<file path="src/rtl/hkspi_pkg.sv">
// Shared constants and state encoding for the housekeeping SPI stream sequencer.
// States are plain localparams so older tools that lack enum support can still read them.
package hkspi_pkg;

  localparam logic [7:0] HKSPI_CMD_WRITE      = 8'h80;
  localparam logic [7:0] HKSPI_CMD_READ       = 8'h40;
  localparam logic [7:0] HKSPI_REG_PRODUCT_ID = 8'h03;
  localparam logic [7:0] HKSPI_REG_EXT_RESET  = 8'h0b;

  typedef logic [2:0] hkspi_state_t;

  localparam hkspi_state_t ST_IDLE       = 3'd0;
  localparam hkspi_state_t ST_CS_SETUP   = 3'd1;
  localparam hkspi_state_t ST_SHIFT      = 3'd2;
  localparam hkspi_state_t ST_WAIT_WDATA = 3'd3;
  localparam hkspi_state_t ST_CS_HOLD    = 3'd4;
  localparam hkspi_state_t ST_CS_IDLE    = 3'd5;

  function automatic logic [7:0] hkspi_cmd_byte(input logic write);
    return write ? HKSPI_CMD_WRITE : HKSPI_CMD_READ;
  endfunction

endpackage

</file>
<file path="src/rtl/hkspi_shift.sv">
// Mode-0 byte shifter: one byte per load, MSB first, sck low then high for CLK_DIV cycles each.
// byte_done is high during the last high cycle so the next byte can be loaded without a gap.
module hkspi_shift #(
  parameter int CLK_DIV = 4
) (
  input  logic       clk,
  input  logic       rst,
  input  logic       load,
  input  logic [7:0] byte_in,
  output logic [7:0] byte_out,
  output logic       byte_done,
  output logic       sck,
  output logic       sdi,
  input  logic       sdo
);

  logic       active;
  logic [7:0] div_cnt;
  logic [2:0] bit_cnt;
  logic [7:0] shreg;
  logic       phase_end;

  assign phase_end = active && (div_cnt == 8'(CLK_DIV - 1));
  assign byte_done = phase_end && sck && (bit_cnt == 3'd0);
  assign byte_out  = shreg;

  // The shift register doubles as receiver: sdo enters at the bottom on each rising sck.
  always_ff @(posedge clk) begin
    if (rst) begin
      active  <= 1'b0;
      div_cnt <= 8'd0;
      bit_cnt <= 3'd0;
      shreg   <= 8'h00;
      sck     <= 1'b0;
      sdi     <= 1'b0;
    end else if (load) begin
      active  <= 1'b1;
      div_cnt <= 8'd0;
      bit_cnt <= 3'd7;
      shreg   <= byte_in;
      sck     <= 1'b0;
      sdi     <= byte_in[7];
    end else if (phase_end) begin
      div_cnt <= 8'd0;
      if (!sck) begin
        sck   <= 1'b1;
        shreg <= {shreg[6:0], sdo};
      end else begin
        sck <= 1'b0;
        if (bit_cnt == 3'd0) begin
          active <= 1'b0;
          sdi    <= 1'b0;
        end else begin
          bit_cnt <= bit_cnt - 3'd1;
          sdi     <= shreg[7];
        end
      end
    end else if (active) begin
      div_cnt <= div_cnt + 8'd1;
    end
  end

endmodule

</file>
<file path="src/rtl/hkspi_seq.sv">
// Housekeeping SPI stream master: command, address, then cmd_len+1 data bytes per transaction.
// The transaction FSM and byte counter live here; bit timing lives in hkspi_shift.
module hkspi_seq import hkspi_pkg::*; #(
  parameter int CLK_DIV = 4,
  parameter int LEN_W   = 4
) (
  input  logic             wb_clk_i,
  input  logic             wb_rst_i,
  input  logic             cmd_valid,
  output logic             cmd_ready,
  input  logic             cmd_write,
  input  logic [7:0]       cmd_addr,
  input  logic [LEN_W-1:0] cmd_len,
  input  logic             wdata_valid,
  output logic             wdata_ready,
  input  logic [7:0]       wdata,
  output logic             rdata_valid,
  output logic [7:0]       rdata,
  output logic             done,
  output logic             busy,
  output logic             spi_sck,
  output logic             spi_csb,
  output logic             spi_sdi,
  input  logic             spi_sdo
);

  localparam int IW = LEN_W + 1;

  hkspi_state_t   state;
  logic           is_write;
  logic [7:0]     addr_q;
  logic [LEN_W-1:0] len_q;
  logic [IW-1:0]  byte_idx;
  logic [8:0]     phase_cnt;
  logic           last_byte;
  logic           wait_end;
  logic           idle_end;
  logic           shift_load;
  logic [7:0]     shift_byte;
  logic [7:0]     byte_out;
  logic           byte_done;

  assign cmd_ready = (state == ST_IDLE);
  assign busy      = (state != ST_IDLE);
  assign last_byte = (byte_idx == IW'(len_q) + IW'(2));
  assign wait_end  = (phase_cnt == 9'(CLK_DIV - 1));
  assign idle_end  = (phase_cnt == 9'(2 * CLK_DIV - 1));

  hkspi_shift #(.CLK_DIV(CLK_DIV)) u_shift (
    .clk       (wb_clk_i),
    .rst       (wb_rst_i),
    .load      (shift_load),
    .byte_in   (shift_byte),
    .byte_out  (byte_out),
    .byte_done (byte_done),
    .sck       (spi_sck),
    .sdi       (spi_sdi),
    .sdo       (spi_sdo)
  );

  // Next byte is chosen at the byte boundary; write data that is not ready sends us to WAIT_WDATA.
  always_comb begin
    shift_load  = 1'b0;
    shift_byte  = 8'h00;
    wdata_ready = 1'b0;
    case (state)
      ST_CS_SETUP: begin
        if (wait_end) begin
          shift_load = 1'b1;
          shift_byte = hkspi_cmd_byte(is_write);
        end
      end
      ST_SHIFT: begin
        if (byte_done && !last_byte) begin
          if (byte_idx == IW'(0)) begin
            shift_load = 1'b1;
            shift_byte = addr_q;
          end else if (!is_write) begin
            shift_load = 1'b1;
          end else begin
            wdata_ready = 1'b1;
            shift_load  = wdata_valid;
            shift_byte  = wdata;
          end
        end
      end
      ST_WAIT_WDATA: begin
        wdata_ready = 1'b1;
        shift_load  = wdata_valid;
        shift_byte  = wdata;
      end
      default: ;
    endcase
  end

  always_ff @(posedge wb_clk_i) begin
    if (wb_rst_i) begin
      state       <= ST_IDLE;
      is_write    <= 1'b0;
      addr_q      <= 8'h00;
      len_q       <= '0;
      byte_idx    <= '0;
      phase_cnt   <= 9'd0;
      spi_csb     <= 1'b1;
      rdata       <= 8'h00;
      rdata_valid <= 1'b0;
      done        <= 1'b0;
    end else begin
      rdata_valid <= 1'b0;
      done        <= 1'b0;
      case (state)
        ST_IDLE: begin
          if (cmd_valid) begin
            is_write  <= cmd_write;
            addr_q    <= cmd_addr;
            len_q     <= cmd_len;
            spi_csb   <= 1'b0;
            phase_cnt <= 9'd0;
            state     <= ST_CS_SETUP;
          end
        end
        ST_CS_SETUP: begin
          if (wait_end) begin
            byte_idx <= '0;
            state    <= ST_SHIFT;
          end else begin
            phase_cnt <= phase_cnt + 9'd1;
          end
        end
        ST_SHIFT: begin
          if (byte_done) begin
            if (!is_write && (byte_idx > IW'(1))) begin
              rdata       <= byte_out;
              rdata_valid <= 1'b1;
            end
            if (last_byte) begin
              phase_cnt <= 9'd0;
              state     <= ST_CS_HOLD;
            end else begin
              byte_idx <= byte_idx + IW'(1);
              if (!shift_load) state <= ST_WAIT_WDATA;
            end
          end
        end
        ST_WAIT_WDATA: begin
          if (wdata_valid) state <= ST_SHIFT;
        end
        ST_CS_HOLD: begin
          if (wait_end) begin
            spi_csb   <= 1'b1;
            done      <= 1'b1;
            phase_cnt <= 9'd0;
            state     <= ST_CS_IDLE;
          end else begin
            phase_cnt <= phase_cnt + 9'd1;
          end
        end
        ST_CS_IDLE: begin
          if (idle_end) state <= ST_IDLE;
          else          phase_cnt <= phase_cnt + 9'd1;
        end
        default: state <= ST_IDLE;
      endcase
    end
  end

endmodule

</file>
<file path="config.mk">
export PLATFORM = sky130hd
export DESIGN_NAME = hkspi_seq
export DESIGN_NICKNAME = d
export VERILOG_FILES = /design/src/rtl/hkspi_pkg.sv /design/src/rtl/hkspi_shift.sv /design/src/rtl/hkspi_seq.sv
export SDC_FILE = /design/constraint.sdc
export NUM_CORES = 1
export LEC_CHECK = 0
export ABC_AREA = 1
export BUFFER_PORTS_ARGS = -buffer_cell sky130_fd_sc_hd__buf_2
export CORE_ASPECT_RATIO = 1.2
export CORE_MARGIN = 2
export CORE_UTILIZATION = 50
export DETAILED_ROUTE_END_ITERATION = 8
export HOLD_SLACK_MARGIN = 0.02
export PLACE_DENSITY_LB_ADDON = 0.05
export SLEW_MARGIN = 0
export SYNTH_ARGS = -nofsm -noshare
export SYNTH_HDL_FRONTEND = slang
export SYNTH_SLANG_ARGS = --single-unit
</file>
<file path="constraint.sdc">
create_clock -name wb_clk_i -period 1.83 [get_ports wb_clk_i]
set_input_delay 0.366 -clock wb_clk_i [delete_from_list [all_inputs] [get_ports wb_clk_i]]
set_output_delay 0.366 -clock wb_clk_i [all_outputs]
set_load 0.1 [all_outputs]
</file>
Word level (Yosys, flattened, before mapping)
Index checks and enable logic that the tools add are counted.

$lt $le $gt $ge: 1. Mux-type cells: 55. Eq/ne operators: 22. $add $sub $neg: 5. Reduce and logical (&&, ||, !) cells: 31. Bitwise logic cells: 3.

Operators with widths (count): 2-to-1 mux 8 bit (8); 2-to-1 mux 9 bit (6); case mux 9 bit (5 select lines) (1); 2-to-1 mux 3 bit (12); inequality test 2 bit (second input constant) (12); case mux 8 bit (3 select lines) (1); 2-to-1 mux 1 bit (19); case mux 3 bit (6 select lines) (1); 2-to-1 mux 5 bit (3); AND reduction 3 bit (4); case mux 5 bit (2 select lines) (1); nonzero test 2 bit (5); adder 9 x 1 -> 9 bit (second input constant) (1); equality test 9 x 2 -> 1 bit (second input constant) (1); equality test 9 x 3 -> 1 bit (second input constant) (1); adder 8 x 1 -> 8 bit (second input constant) (1); equality test 8 x 2 -> 1 bit (second input constant) (1); AND reduction 7 bit (1); equality test 3 x 2 -> 1 bit (second input constant) (2); equality test 3 bit (second input constant) (2); logical NOT 3 bit (2); AND reduction 2 bit (3); AND reduction 6 bit (1); OR reduction 3 bit (2); 17 further kinds (26).

Logic and storage cells: 133. Register bits after elaboration: 63. Output and inout port bits: 16.

Longest topological paths before layout
Depth after elaboration: 11. Depth in mapped cells: 14.

Hierarchy
Synthesis repeated with hierarchy kept, for this count alone.

Cell total of the unflattened synthesis: 533. Area, all modules: 3673.5 um2.

By module, submodules not included: hkspi_seq (seq. area each 820.8 um2, times used 1, cells an instance 378, area each 2496.1 um2); hkspi_shift (seq. area each 440.4 um2, times used 1, cells an instance 155, area each 1177.4 um2).

Worst setup path before layout
OpenSTA, ideal clock, no wires.

Path type: register to register. Start: register state[0]. End: register addr_q[0]. Arrival: 2.912 ns. Period minus slack after synthesis: 3.032 ns. Stages on the path, launching flop included: 10. Path slack: -1.202 ns. Path buffers: 1. Path through: dfxtp_1 -> inv_1 -> nand2_2 -> nor2_2 -> inv_1 -> nor2_2 -> inv_1 -> clkbuf_1 -> o21ai_0 -> a21oi_1.

Word-level cells in the longest chain between the ends: 2.

RTL lines: start, declared (line hkspi_seq.sv:29) `hkspi_state_t state;`; start signal, assigned (line hkspi_seq.sv:98) `state <= ST_IDLE;`; start signal, assigned (line hkspi_seq.sv:119) `state <= ST_CS_SETUP;`; start signal, assigned (line hkspi_seq.sv:125) `state <= ST_SHIFT;`; logical NOT 3 bit; net cmd_ready (line hkspi_seq.sv:10) `output logic cmd_ready,`; AND reduction 2 bit (no source line); end signal, assigned (line hkspi_seq.sv:115) `addr_q <= cmd_addr;`; end, declared (line hkspi_seq.sv:31) `logic [7:0] addr_q;`.

The timed path passes the listed nets, and every way through them passes these cells. A chain may end at the register's enable or synchronous reset.

Worst setup path after layout
Start: register u_shift.div_cnt[0]. End: output wdata_ready.

Word-level cells in the longest chain between the ends: 7.

RTL lines: start, declared (line hkspi_shift.sv:18) `logic [7:0] div_cnt;`; start signal, assigned (line hkspi_shift.sv:59) `div_cnt <= div_cnt + 8'd1;`; equality test 8 x 2 -> 1 bit (line hkspi_shift.sv:23) `assign phase_end = active && (div_cnt == 8'(CLK_DIV - 1));`; logical AND 1 bit (line hkspi_shift.sv:23); logical AND 1 bit (2 in series) (line hkspi_shift.sv:24) `assign byte_done = phase_end && sck && (bit_cnt == 3'd0);`; logical AND 1 bit (line hkspi_seq.sv:74) `if (byte_done && !last_byte) begin`; 2-to-1 mux 1 bit (line hkspi_seq.sv:74); case mux 1 bit (2 select lines) (line hkspi_seq.sv:66) `case (state)`; end, declared (line hkspi_seq.sv:15) `output logic wdata_ready,`.

No other way between the ends.

==> results.tsv <==
metric	value	unit
die height	95.5	um
CP Cell Sequence	ha_4 -> nand2_2 -> clkinv_2 -> nand2_4 -> nor2_8 -> nand3_4 -> nor2_4 -> nand3_4 -> nand2_4 -> buf_12	
# rows	33	
routability cong.	0.866	
number of antenna violations at the first check in global routing	0	
peak supply drop	594	uV
initial core utilization	0.512	
hold buffers post-CTS	0	
pwr/cell area	1110	mW/mm^2
# H-tree levels	3	
leakage power	2.08	nW
WP data required	1460	ps
most common cell after layout, fill and taps aside	nand2_1	
Mapped Cells	506	
area of the multi-input gates	0.00209	mm^2
final worst slack	-179	ps
Slowest cell on crit path	dfxtp_2	
DRT antenna net count	0	
Period minus WS final	2010	ps
Vias/cell	5.01	
diode count	0	
Die Wd	80.3	um
CTS buffer count	9	
final setup fails	17	
GR Util All Layers	0.232	
Worst-Margin Slew	489	ps
Clock Skew	11.5	ps
via count	3389	
largest net degree at the start of global routing	40	
vias in the first global route	3157	
Final Hold Vio Count	0	
setup repair after global routing missed its margin	yes	
register area	0.00128	mm^2
Max Slew Vio Count	0	
CP startpoint kind	flip-flop	
Synth cell types	39	
Max-slew headroom	0.676	
Starting DRT DRC Count	69	
max incr delay on CP	360	ps
wire per inst	12.3	um
Detailed Routing Iterations Pass 1	6	
status	finished, violations left	
DRC	0	
Hold Path Depth	3	
Worst R2R Path Depth	16	
Mapped Area	0.00349	mm^2
area delta synth->final	29.0	%
achievable clock frequency	498	MHz
flops & latches, synth	63	
failing checks	setup timing	
Filler Cells Inserted	638	
Period Utilization, post-route	1.10	
Critical Path End Type	output pin	
root buffer cell	clkbuf_8	
CP arrival	1640	ps
Crit Path Category	reg2out	
maxcap violations	0	
min-delay worst type	in2reg	
Critical Path Fanout Max	3	
Core Area	0.00681	mm^2
CTS tree	built	
clock transition at the registers of the reported paths	70	ps
register area share after synthesis	0.361	
commonest cells after routing, fill and taps aside	nand2_1 (101), nor2_1 (65), inv_1 (54)	
worst skew pair latency	350	ps
fraction of layout cells with a size suffix above 1	0.293	
Buffers on Ports	41	
Overall Power	0.00498	W
# IOs	42	
final WL	8.30	mm
Nets	619	
Synth async-reset ratio	0	
global-route wire length before repair	13.8	mm
dpl hpwl	5.94	mm
clk sinks	63	
area post-placement	0.00400	mm^2
Max Root-Sink Buffers	2	
Avg Cell Area, Syn	6.90	um^2
Net Count, Synth	540	
grt ovf	0	
number of flops mapped to enable cells by yosys	0	
Yosys warnings	0	
die area	0.00767	mm^2
Main synth FF type	dfxtp_1	
post-route cell area	0.00450	mm^2
[area by class of cell]
type / instances / share of cell area
clock buffers: 11 / 0.0292
repair buffers: 79 / 0.125
flip-flops and latches: 63 / 0.284
well taps: 87 / 0.0242
inverters: 69 / 0.0609
multi-input cells: 363 / 0.464
clock inverters: 5 / 0.0131
[worst paths after layout]
kind / from / endpoint / slack (ps)
worst max-delay path: u_shift.div_cnt[0] / wdata_ready / -180
worst min-delay path: cmd_addr[2] / addr_q[2] / 240
worst max register to register: u_shift.div_cnt[0] / u_shift.byte_out[3] / -100
worst min register to register: addr_q[0] / addr_q[0] / 460
[repair_timing]
action / CTS / global route
pin swaps: 6 / 14
cloned: 0 / 0
gates resized for setup: 19 / 51
endpoints found under the setup margin: 4 / 40
setup buffers: 3 / 9
[logic make-up (layout without fill, tap and decap cells)]
logic type               after synthesis  in the layout  share of synthesized area
adder cells (fa/ha/maj)                8              8                     0.0287
AO/OA/AOI/OAI                         78             78                      0.119
AND/OR/NAND/NOR                      263            263                      0.364
XOR/XNOR                              14             14                     0.0351
flip-flops                            63             63                      0.361
buffers and inverters                 80            164                     0.0918
[per-layer routing]
layer,global-route usage,routed length [um],vias up
met2,0.412,4260,54
met4,0.120,142,0
met3,0.0379,290,14
met1,0.265,3600,1543
met5,0,0,-
li1,-,-,1778
[through the flow]
step           utilization  worst slack, ps  TNS [ps]  instances  hold slack, ps
2_1_floorplan            -             -663     -9680        506             425
3_3_place_gp         0.587             23.4         0        649             446
3_5_place_dp         0.587             12.1         0        649             450
4_1_cts              0.629             -229      -241        668             224
5_1_grt              0.661             -256     -3670        677             239
6_report             0.661             -179      -637        677             235
[synthesized netlist by cell type, types with 5 or more instances]
cell,instances,area share
nor2_1,71,0.076
dfxtp_1,63,0.36
nand3_1,39,0.056
a21oi_1,24,0.034
o21ai_0,43,0.062
nand2_2,5,0.0090
clkbuf_1,7,0.0075
inv_1,59,0.063
xor2_1,11,0.028
ha_1,8,0.029
inv_2,7,0.0075
nand2_1,113,0.12
nand4_1,10,0.018
[registers in the layout (all words and copies together), names as in the netlist, 3 cells and up]
signal and count:
u_shift.byte_out 8, u_shift.bit_cnt 3, u_shift.div_cnt 8, rdata 8, state 3, phase_cnt 9, byte_idx 5, addr_q 8
len_q 4
[critical path, delay by kind of cell (launching register included)]
family | cells | cell delay [ps]
simple gates | 7 | 570
flops | 1 | 360
buf+inv | 2 | 240
fa+ha+maj | 1 | 130
[power breakdown]
part           switching (W)  internal [W]
Combinational        0.00142      0.000720
Clock               0.000548      0.000629
Sequential          0.000130       0.00154
Total                0.00209       0.00289
(Power assumes the default switching activity.)
